===== config.mk =====
export PLATFORM = sky130hd
export DESIGN_NAME = alsu_seg_display
export DESIGN_NICKNAME = d
export VERILOG_FILES = /design/src/rtl/alsu_seg_display.sv
export SDC_FILE = /design/constraint.sdc
export NUM_CORES = 1
export LEC_CHECK = 0
export ABC_AREA = 1
export CAP_MARGIN = 0
export CORE_ASPECT_RATIO = 1.1
export CORE_UTILIZATION = 47
export DETAILED_ROUTE_END_ITERATION = 12
export PLACE_DENSITY = 0.75
export SYNTH_ARGS = -nofsm -noshare
export SYNTH_HDL_FRONTEND = slang
export SYNTH_SLANG_ARGS = --single-unit
export TNS_END_PERCENT = 10

===== constraint.sdc =====
create_clock -name CLK -period 2.18 [get_ports CLK]
set_input_delay 0.545 -clock CLK [delete_from_list [all_inputs] [get_ports CLK]]
set_output_delay 0.545 -clock CLK [all_outputs]
set_load 0.02 [all_outputs]

===== src/rtl/alsu_seg_display.sv =====
// Display stage for the ALSU: shows the 6-bit result in decimal on a 4-digit
// common-anode multiplexed 7-segment display, or a blinking "Err-" while alarmed.
module alsu_seg_display #(
    parameter int REFRESH_DIV = 4,
    parameter int BLINK_DIV   = 2,
    parameter int ERR_HOLD    = 3
) (
    input  logic        CLK,
    input  logic        RST_n,
    input  logic [5:0]  out_in,
    input  logic [15:0] leds_in,
    output logic [3:0]  an,
    output logic [6:0]  seg,
    output logic        err_flag
);

    localparam int PW = (REFRESH_DIV > 2) ? $clog2(REFRESH_DIV) : 1;
    localparam int BW = (BLINK_DIV > 1) ? $clog2(BLINK_DIV) : 1;
    localparam int HW = $clog2(ERR_HOLD + 1);

    localparam logic [6:0] SEG_BLANK = 7'b1111111;
    localparam logic [6:0] SEG_E     = 7'b0000110;
    localparam logic [6:0] SEG_R     = 7'b0101111;
    localparam logic [6:0] SEG_DASH  = 7'b0111111;

    typedef enum logic [1:0] {ST_SHOW, ST_ERR, ST_HOLD} state_t;

    logic [5:0]    r_res_q;
    logic [15:0]   r_leds_q;
    logic [PW-1:0] r_presc;
    logic [1:0]    r_idx;
    logic [BW-1:0] r_blink_cnt;
    logic          r_blink_phase;
    logic [HW-1:0] r_hold_cnt;
    state_t        r_state;

    state_t        w_state_nxt;
    logic          w_presc_wrap;
    logic          w_frame_tick;
    logic          w_leds_any;
    logic [2:0]    w_tens;
    logic [3:0]    w_ones;
    logic [3:0]    w_an_nxt;
    logic [6:0]    w_seg_nxt;

    function automatic logic [6:0] f_dec7(input logic [3:0] d);
        case (d)
            4'd0:    return 7'b1000000;
            4'd1:    return 7'b1111001;
            4'd2:    return 7'b0100100;
            4'd3:    return 7'b0110000;
            4'd4:    return 7'b0011001;
            4'd5:    return 7'b0010010;
            4'd6:    return 7'b0000010;
            4'd7:    return 7'b1111000;
            4'd8:    return 7'b0000000;
            4'd9:    return 7'b0010000;
            default: return SEG_BLANK;
        endcase
    endfunction

    assign w_presc_wrap = (r_presc == PW'(REFRESH_DIV - 1));
    assign w_frame_tick = w_presc_wrap && (r_idx == 2'd3);
    assign w_leds_any   = |r_leds_q;
    assign w_tens       = 3'(r_res_q / 6'd10);
    assign w_ones       = 4'(r_res_q % 6'd10);
    assign err_flag     = (r_state != ST_SHOW);

    // NOTE: every state element uses non-blocking assignment so all flops sample
    // the same pre-edge values regardless of block ordering.
    always_ff @(posedge CLK or negedge RST_n) begin
        if (!RST_n) begin
            r_res_q  <= '0;
            r_leds_q <= '0;
            r_presc  <= '0;
            r_idx    <= '0;
        end else begin
            r_res_q  <= out_in;
            r_leds_q <= leds_in;
            r_presc  <= w_presc_wrap ? '0 : r_presc + PW'(1);
            if (w_presc_wrap)
                r_idx <= r_idx + 2'd1;
        end
    end

    // NOTE: outputs of a combinational block get a default first, so no path
    // through the case leaves them unassigned and infers a latch.
    always_comb begin
        w_state_nxt = r_state;
        unique case (r_state)
            ST_SHOW: if (w_leds_any) w_state_nxt = ST_ERR;
            ST_ERR:  if (!w_leds_any) w_state_nxt = ST_HOLD;
            ST_HOLD: begin
                if (w_leds_any)
                    w_state_nxt = ST_ERR;
                else if (w_frame_tick && (r_hold_cnt <= HW'(1)))
                    w_state_nxt = ST_SHOW;
            end
            default: w_state_nxt = ST_SHOW;
        endcase
    end

    // Blink state is forced clear in SHOW, so entering ERR always starts visible.
    always_ff @(posedge CLK or negedge RST_n) begin
        if (!RST_n) begin
            r_state       <= ST_SHOW;
            r_blink_cnt   <= '0;
            r_blink_phase <= 1'b0;
            r_hold_cnt    <= '0;
        end else begin
            r_state <= w_state_nxt;
            if (r_state == ST_SHOW) begin
                r_blink_cnt   <= '0;
                r_blink_phase <= 1'b0;
            end else if (w_frame_tick) begin
                if (r_blink_cnt == BW'(BLINK_DIV - 1)) begin
                    r_blink_cnt   <= '0;
                    r_blink_phase <= ~r_blink_phase;
                end else begin
                    r_blink_cnt <= r_blink_cnt + BW'(1);
                end
            end
            if (r_state == ST_ERR && !w_leds_any)
                r_hold_cnt <= HW'(ERR_HOLD);
            else if (r_state == ST_HOLD && !w_leds_any && w_frame_tick)
                r_hold_cnt <= r_hold_cnt - HW'(1);
        end
    end

    always_comb begin
        w_an_nxt  = 4'b1111;
        w_seg_nxt = SEG_BLANK;
        if (r_state == ST_SHOW) begin
            w_an_nxt = ~(4'b0001 << r_idx);
            case (r_idx)
                2'd0:    w_seg_nxt = f_dec7(w_ones);
                2'd1:    w_seg_nxt = (w_tens == 3'd0) ? SEG_BLANK : f_dec7({1'b0, w_tens});
                default: w_seg_nxt = SEG_BLANK;
            endcase
        end else if (!r_blink_phase) begin
            w_an_nxt = ~(4'b0001 << r_idx);
            case (r_idx)
                2'd0:    w_seg_nxt = SEG_DASH;
                2'd1:    w_seg_nxt = SEG_R;
                2'd2:    w_seg_nxt = SEG_R;
                default: w_seg_nxt = SEG_E;
            endcase
        end
    end

    always_ff @(posedge CLK or negedge RST_n) begin
        if (!RST_n) begin
            an  <= 4'b1111;
            seg <= SEG_BLANK;
        end else begin
            an  <= w_an_nxt;
            seg <= w_seg_nxt;
        end
    end

endmodule


# Word-level counts from Yosys, hierarchy flattened
# Memories as Yosys holds them, arrays and structs flattened.
# Cells that the tools add are included.
# Widths: inputs -> output; s select.
totals:
  register_bits: 43
  mem_bits_ro: 168
  in_bits: 24
  output_inout_bits: 12
  word_cells: 69
  n_memories: 2
mem_list:
  columns: ["memory", "depth", "word_bits", "read_ports", "rd_ports_with_merged_regs", "wr", "line", "text"]
  rows:
  - ["(name not given)", 16, 7, 1, 0, 0, "47", "case (d)"]
  - ["(name not given)", 8, 7, 1, 0, 0, "47", null]
classes:
  add_sub_neg: 4
  n_div: 2
  magnitude_cmp: 1
  eq_ne: 9
  shifts: 1
  n_mux: 21
  bitwise_logic: 2
  reduce_logical: 17
ops:
  columns: ["op", "n"]
  rows:
  - ["$mux 7", 3]
  - ["$reduce_or 16->1", 1]
  - ["$mux 2", 7]
  - ["$pmux 7 s2", 1]
  - ["$pmux 6 s2", 1]
  - ["$eq 2x2->1 const B", 4]
  - ["$mux 4", 2]
  - ["$reduce_bool 2->1", 4]
  - ["$div 6x4->6 const B", 1]
  - ["$mod 6x4->6 const B", 1]
  - ["$mux 1", 6]
  - ["$pmux 2 s3", 1]
  - ["$logic_and 1x1->1", 5]
  - ["$add 2x1->2 const B", 2]
  - ["$eq 2x1->1 const B", 2]
  - ["$logic_not 2->1", 2]
  - ["$ne 2x2->1 const B", 2]
  - ["$not 4->4", 1]
  - ["$shl 1x2->4 const A", 1]
  - ["$logic_not 3->1", 1]
  - ["$ne 3x3->1 const B", 1]
  - ["$reduce_and 3->1", 1]
  - ["$le 2x1->1 const B", 1]
  - ["$reduce_and 2->1", 1]
  - ["5 further kinds", 5]

# Depth between registers and ports, before layout
logic_depth:
  depth_word: 6
  ltp_mapped: 19
  ltp_nobuf: 19

# Worst setup path after synthesis
# OpenSTA, ideal clock, no wires.
synth_path:
  path_kind: "register to register"
  start: "register r_res_q[4]"
  end: "register seg[3]"
  setup_ps: 77
  arrival_time_ps: 2054
  required_ps: 2103
  setup_slack_ps: 49
  stages_incl_launch_ff: 17
  path_buffers: 0
  period_less_slack_ps: 2131
  path_cell_list: "dfrtp_1 o21ai_2 nand2_1 nand2_4 nand2_2 nand3_2 nand2_2 nand2_4 xor2_2 inv_1 ha_1 inv_1 nand3_1 nand4_1 nand2_1 nand2_1 nand2_1"
synth_between:
  elab_chain_cells: 5
  word_cells_on_any_way: 8
  classes_between: "div: 2; mux: 3; reduce/logical: 1; memory: 2"
synth_lines:
  columns: ["item", "line", "text"]
  rows:
  - ["start: declaration", "28", "logic [5:0] r_res_q;"]
  - ["start signal: assignment", "78", "r_res_q <= out_in;"]
  - ["$div 6x4->6", "65", "assign w_tens = 3'(r_res_q / 6'd10);"]
  - ["$mem_v2 8x7 or $logic_not 3->1 (tied branches)", null, null]
  - ["$mux 7", "137", "2'd1: w_seg_nxt = (w_tens == 3'd0) ? SEG_BLANK : f_dec7({1'b0, w_tens});"]
  - ["$pmux 7 s2 *", "135", "case (r_idx)"]
  - ["$mux 7 *", "133", "if (r_state == ST_SHOW) begin"]
  - ["net w_seg_nxt[3]", "44", "logic [6:0] w_seg_nxt;"]
  - ["end signal: assignment", "157", "seg <= w_seg_nxt;"]
  - ["end: declaration", "13", "output logic [6:0] seg,"]
# The timed path passes the listed nets; every way through them passes the cells marked *.
# A chain may end at the register's enable or synchronous reset.

# Final worst setup path
layout_path:
  start: "register r_res_q[3]"
  end: "register seg[3]"
# The elaborated chain is that of the path after synthesis.

==> impl_metrics.py <==
metrics = {
    "cts": {
        "cts_sinks": 43,
        "cts.clk_slew.worst_paths_ps": 80,
        "root_buffer": "clkbuf_8",
        "hold_buffers": 0,
        "cts_tree": "built",
        "cts-htree-levels": 2,
        "cts_buffers": 5,
        "clockBufferDepth": 2,
        "clk-insertion-delay-late_ps": 290,
    },
    "timing": {
        "finalCritPeriodShare": 1.01,
        "hold_viol_final": 0,
        "fin_crit_ps": 2200,
        "final.setup.tns_ps": -24.3,
        "slew_headroom": 0.667,
        "fmax_mhz": 454,
        "slew_violations": 0,
        "setup_viol": 1,
        "rsz0062_at_grt": "yes",
        "tightest_slew_ps": 499,
        "hold_ws_ps": 300,
        "worst_slack_ps": -24.3,
        "final.setup_skew_ps": 6.97,
    },
    "grt": {
        "grt_pass1_vias": 1449,
        "grtUsageTotal": 0.160,
        "grt_pass1_wl_um": 5800,
        "grt_max_degree": 44,
        "antenna_found_initial": 0,
        "grt_remaining_overflow": 0,
    },
    "setup_path": {
        "worst-path-max-fanout": 5,
        "path_delay_family": "simple AND/OR/NAND/NOR gates",
        "cp_slowest_stage_delay_ps": 410,
        "endpoint_kind": "register",
        "start_kind": "register",
        "cp_data_arrival_time_ps": 2430,
        "crit_chain": "inv_2 -> a21oi_2 -> nand2_2 -> nand2_4 -> nand2_4 -> nand3_2 -> nand2_2 -> nand2_4 -> inv_1 -> ha_1 -> o21ai_2 -> nand2_2 -> a21oi_1 -> nand2_1 -> nand2_1 -> nand2_1",
        "path_buf_inv": 2,
        "worstPathRequired_ps": 2400,
        "path_class": "register to register",
        "crit_slowest_cell": "dfrtp_1",
    },
    "synth": {
        "ys_seq_area_frac": 0.519,
        "synth_cell_types": 31,
        "synth_area_leaders": "dfrtp_1 (38%), dfstp_2 (14%), ha_1 (11%)",
        "syn_area_um2": 2100,
        "ys_seq_elements": 43,
        "avgSynthCellArea_um2": 9.77,
        "yosysTopAreaCell": "dfrtp_1",
        "ys_warn_count": 0,
        "syn_nets": 257,
        "synthCells": 215,
        "synth.top_cell.area_share": 0.381,
    },
    "cells_and_area": {
        "diodes": 0,
        "layout.nets": 310,
        "drive_gt1_frac": 0.264,
        "area_growth_syn_to_layout_pct": 31.1,
    },
    "die": {
        "die_w_um": 65.7,
        "die_y_um": 72.1,
        "coreArea_um2": 4290,
        "io_pins": 36,
        "die_area_um2": 4740,
        "std_cell_rows": 25,
        "start_util": 0.490,
    },
    "drt": {
        "first_pass_iters": 4,
        "wl_um": 3630,
        "num_vias": 1591,
        "drc": 0,
        "drt-initial-drc-count": 83,
        "vias_per_cell": 4.93,
        "ant_nets": 0,
        "wl_per_cell_um": 11.2,
    },
    "placement": {
        "dp_hpwl_um": 2660,
        "placement.io_buffers": 35,
        "pre_cts_ws_ps": -61.7,
        "gp_congestion": 0.855,
    },
    "power": {
        "combPwrFrac": 0.200,
        "switching_share": 0.278,
        "p_sw_w": 0.000459,
        "vdd_drop_max_mv": 0.458,
        "leakage_nw": 1.32,
        "sequentialPowerShare": 0.505,
        "total_power_w": 0.00165,
        "intPower_w": 0.00119,
        "p_per_area_nw_per_um2": 598,
        "clkPwrFrac": 0.295,
    },
    "outcome": {
        "violations": "negative setup slack",
        "status": "finished with violations",
    },
    "worst_hold_path": {
        "hold_class": "primary input to async pin",
    },
    "run": {
        "drv_cap": 0,
    },
}
## cell usage in the layout (no fill, tap or decap), types with 2 or more instances in the layout
cell type	netlist	layout
a21oi_1	6	4
ha_1	18	15
clkinvlp_4	0	2
clkbuf_8	0	5
nand3_2	1	3
nor2_1	10	9
inv_2	1	7
nand3b_1	3	3
and2_1	2	2
nor3_1	2	2
a21oi_2	2	4
nand4_1	4	4
inv_1	31	25
nand3_1	15	13
buf_4	0	12
o21ai_2	1	2
o21ai_0	6	5
ha_2	0	3
dfstp_2	11	11
clkdlybuf4s50_1	0	34
nor4_1	4	4
xor2_1	2	2
dfrtp_1	32	31
nand2_2	4	7
nand2_1	46	42
nand2_4	4	5
## final cells by class
class                           instances  area (µm²)
Clock inverter                          3        20.0
Tap cell                               54        67.6
Timing Repair Buffer                   47         435
Inverter                               32         120
Multi-Input combinational cell        139         952
Fill cell                             329        1530
Sequential cell                        43        1090
Clock buffer                            5        68.8
## cells by family (layout without fill, tap and decap cells)
group | Yosys count | after routing | share of synthesized area
fa+ha+maj | 18 | 18 | 0.107
buf+inv | 33 | 87 | 0.0596
xor+xnor | 3 | 3 | 0.0161
flops | 43 | 43 | 0.519
mux | 1 | 1 | 0.00536
simple gates | 97 | 97 | 0.230
compound gates | 20 | 20 | 0.0625
## sequential cells by signal, summed over array words and instances (netlist names)
signal         cells
r_presc            2
r_leds_q          16
r_res_q            6
r_hold_cnt         2
an                 4
r_blink_phase      1
r_state            2
seg                7
r_idx              2
r_blink_cnt        1
## final timing paths
path / endpoint / depth (start not counted) / start / slack (ps)
setup / recovery: seg[3] / 16 / r_res_q[3] / -20
hold / removal: r_res_q[0] / 2 / RST_n / 300
hold reg to reg: r_presc[0] / 1 / r_presc[0] / 430
setup reg to reg: seg[3] / 16 / r_res_q[3] / -20
max in group asynchronous: r_res_q[5] / 2 / RST_n / 1510
min in group CLK: r_presc[0] / 1 / r_presc[0] / 430
## timing repair
| item | CTS | global route |
|---|---|---|
| pin swaps | 0 | 7 |
| setup endpoints to repair | 4 | 7 |
| buffers inserted | 0 | 4 |
| resized for setup | 5 | 20 |
## through the flow
stage	std cells	util	area (µm²)
floorplan	215	-	2100
global placement	311	0.599	2570
detailed placement	311	0.599	2570
CTS	319	0.625	2680
global route	323	0.643	2760
finish	323	0.643	2760
## power groups by stage
stage / registers, W / clock network, W / logic, W
final: 0.000831 / 0.000486 / 0.000330
after global routing: 0.000834 / 0.000540 / 0.000366
after CTS: 0.000830 / 0.000504 / 0.000295
after detailed placement: 0.000845 / 0 / 0.000286
after global placement: 0.000844 / 0 / 0.000281
after floorplan: 0.000843 / 0 / 0.000175
## synthesized netlist by cell type, drive strengths merged
master  count
nand2      54
dfrtp      32
inv        32
ha         18
nand3      17
dfstp      11
nor2       10
a21oi       8
o21ai       7
nand4       4
nor4        4
nand3b      3
xor2        3
and2        2
nor3        2
a31oi       1
buf         1
mux2        1
o21a        1
o221ai      1
o22ai       1
o311ai      1
or2         1
## per-layer routing
metal  vias to the layer above  part of all wire  track usage
met5                         -                 0            0
met4                         0             0.021       0.0628
met3                        11             0.036       0.0393
met2                        42              0.52        0.282
met1                       742              0.42        0.184
li1                        796                 -            -
Power figures use the tool's default switching activity.
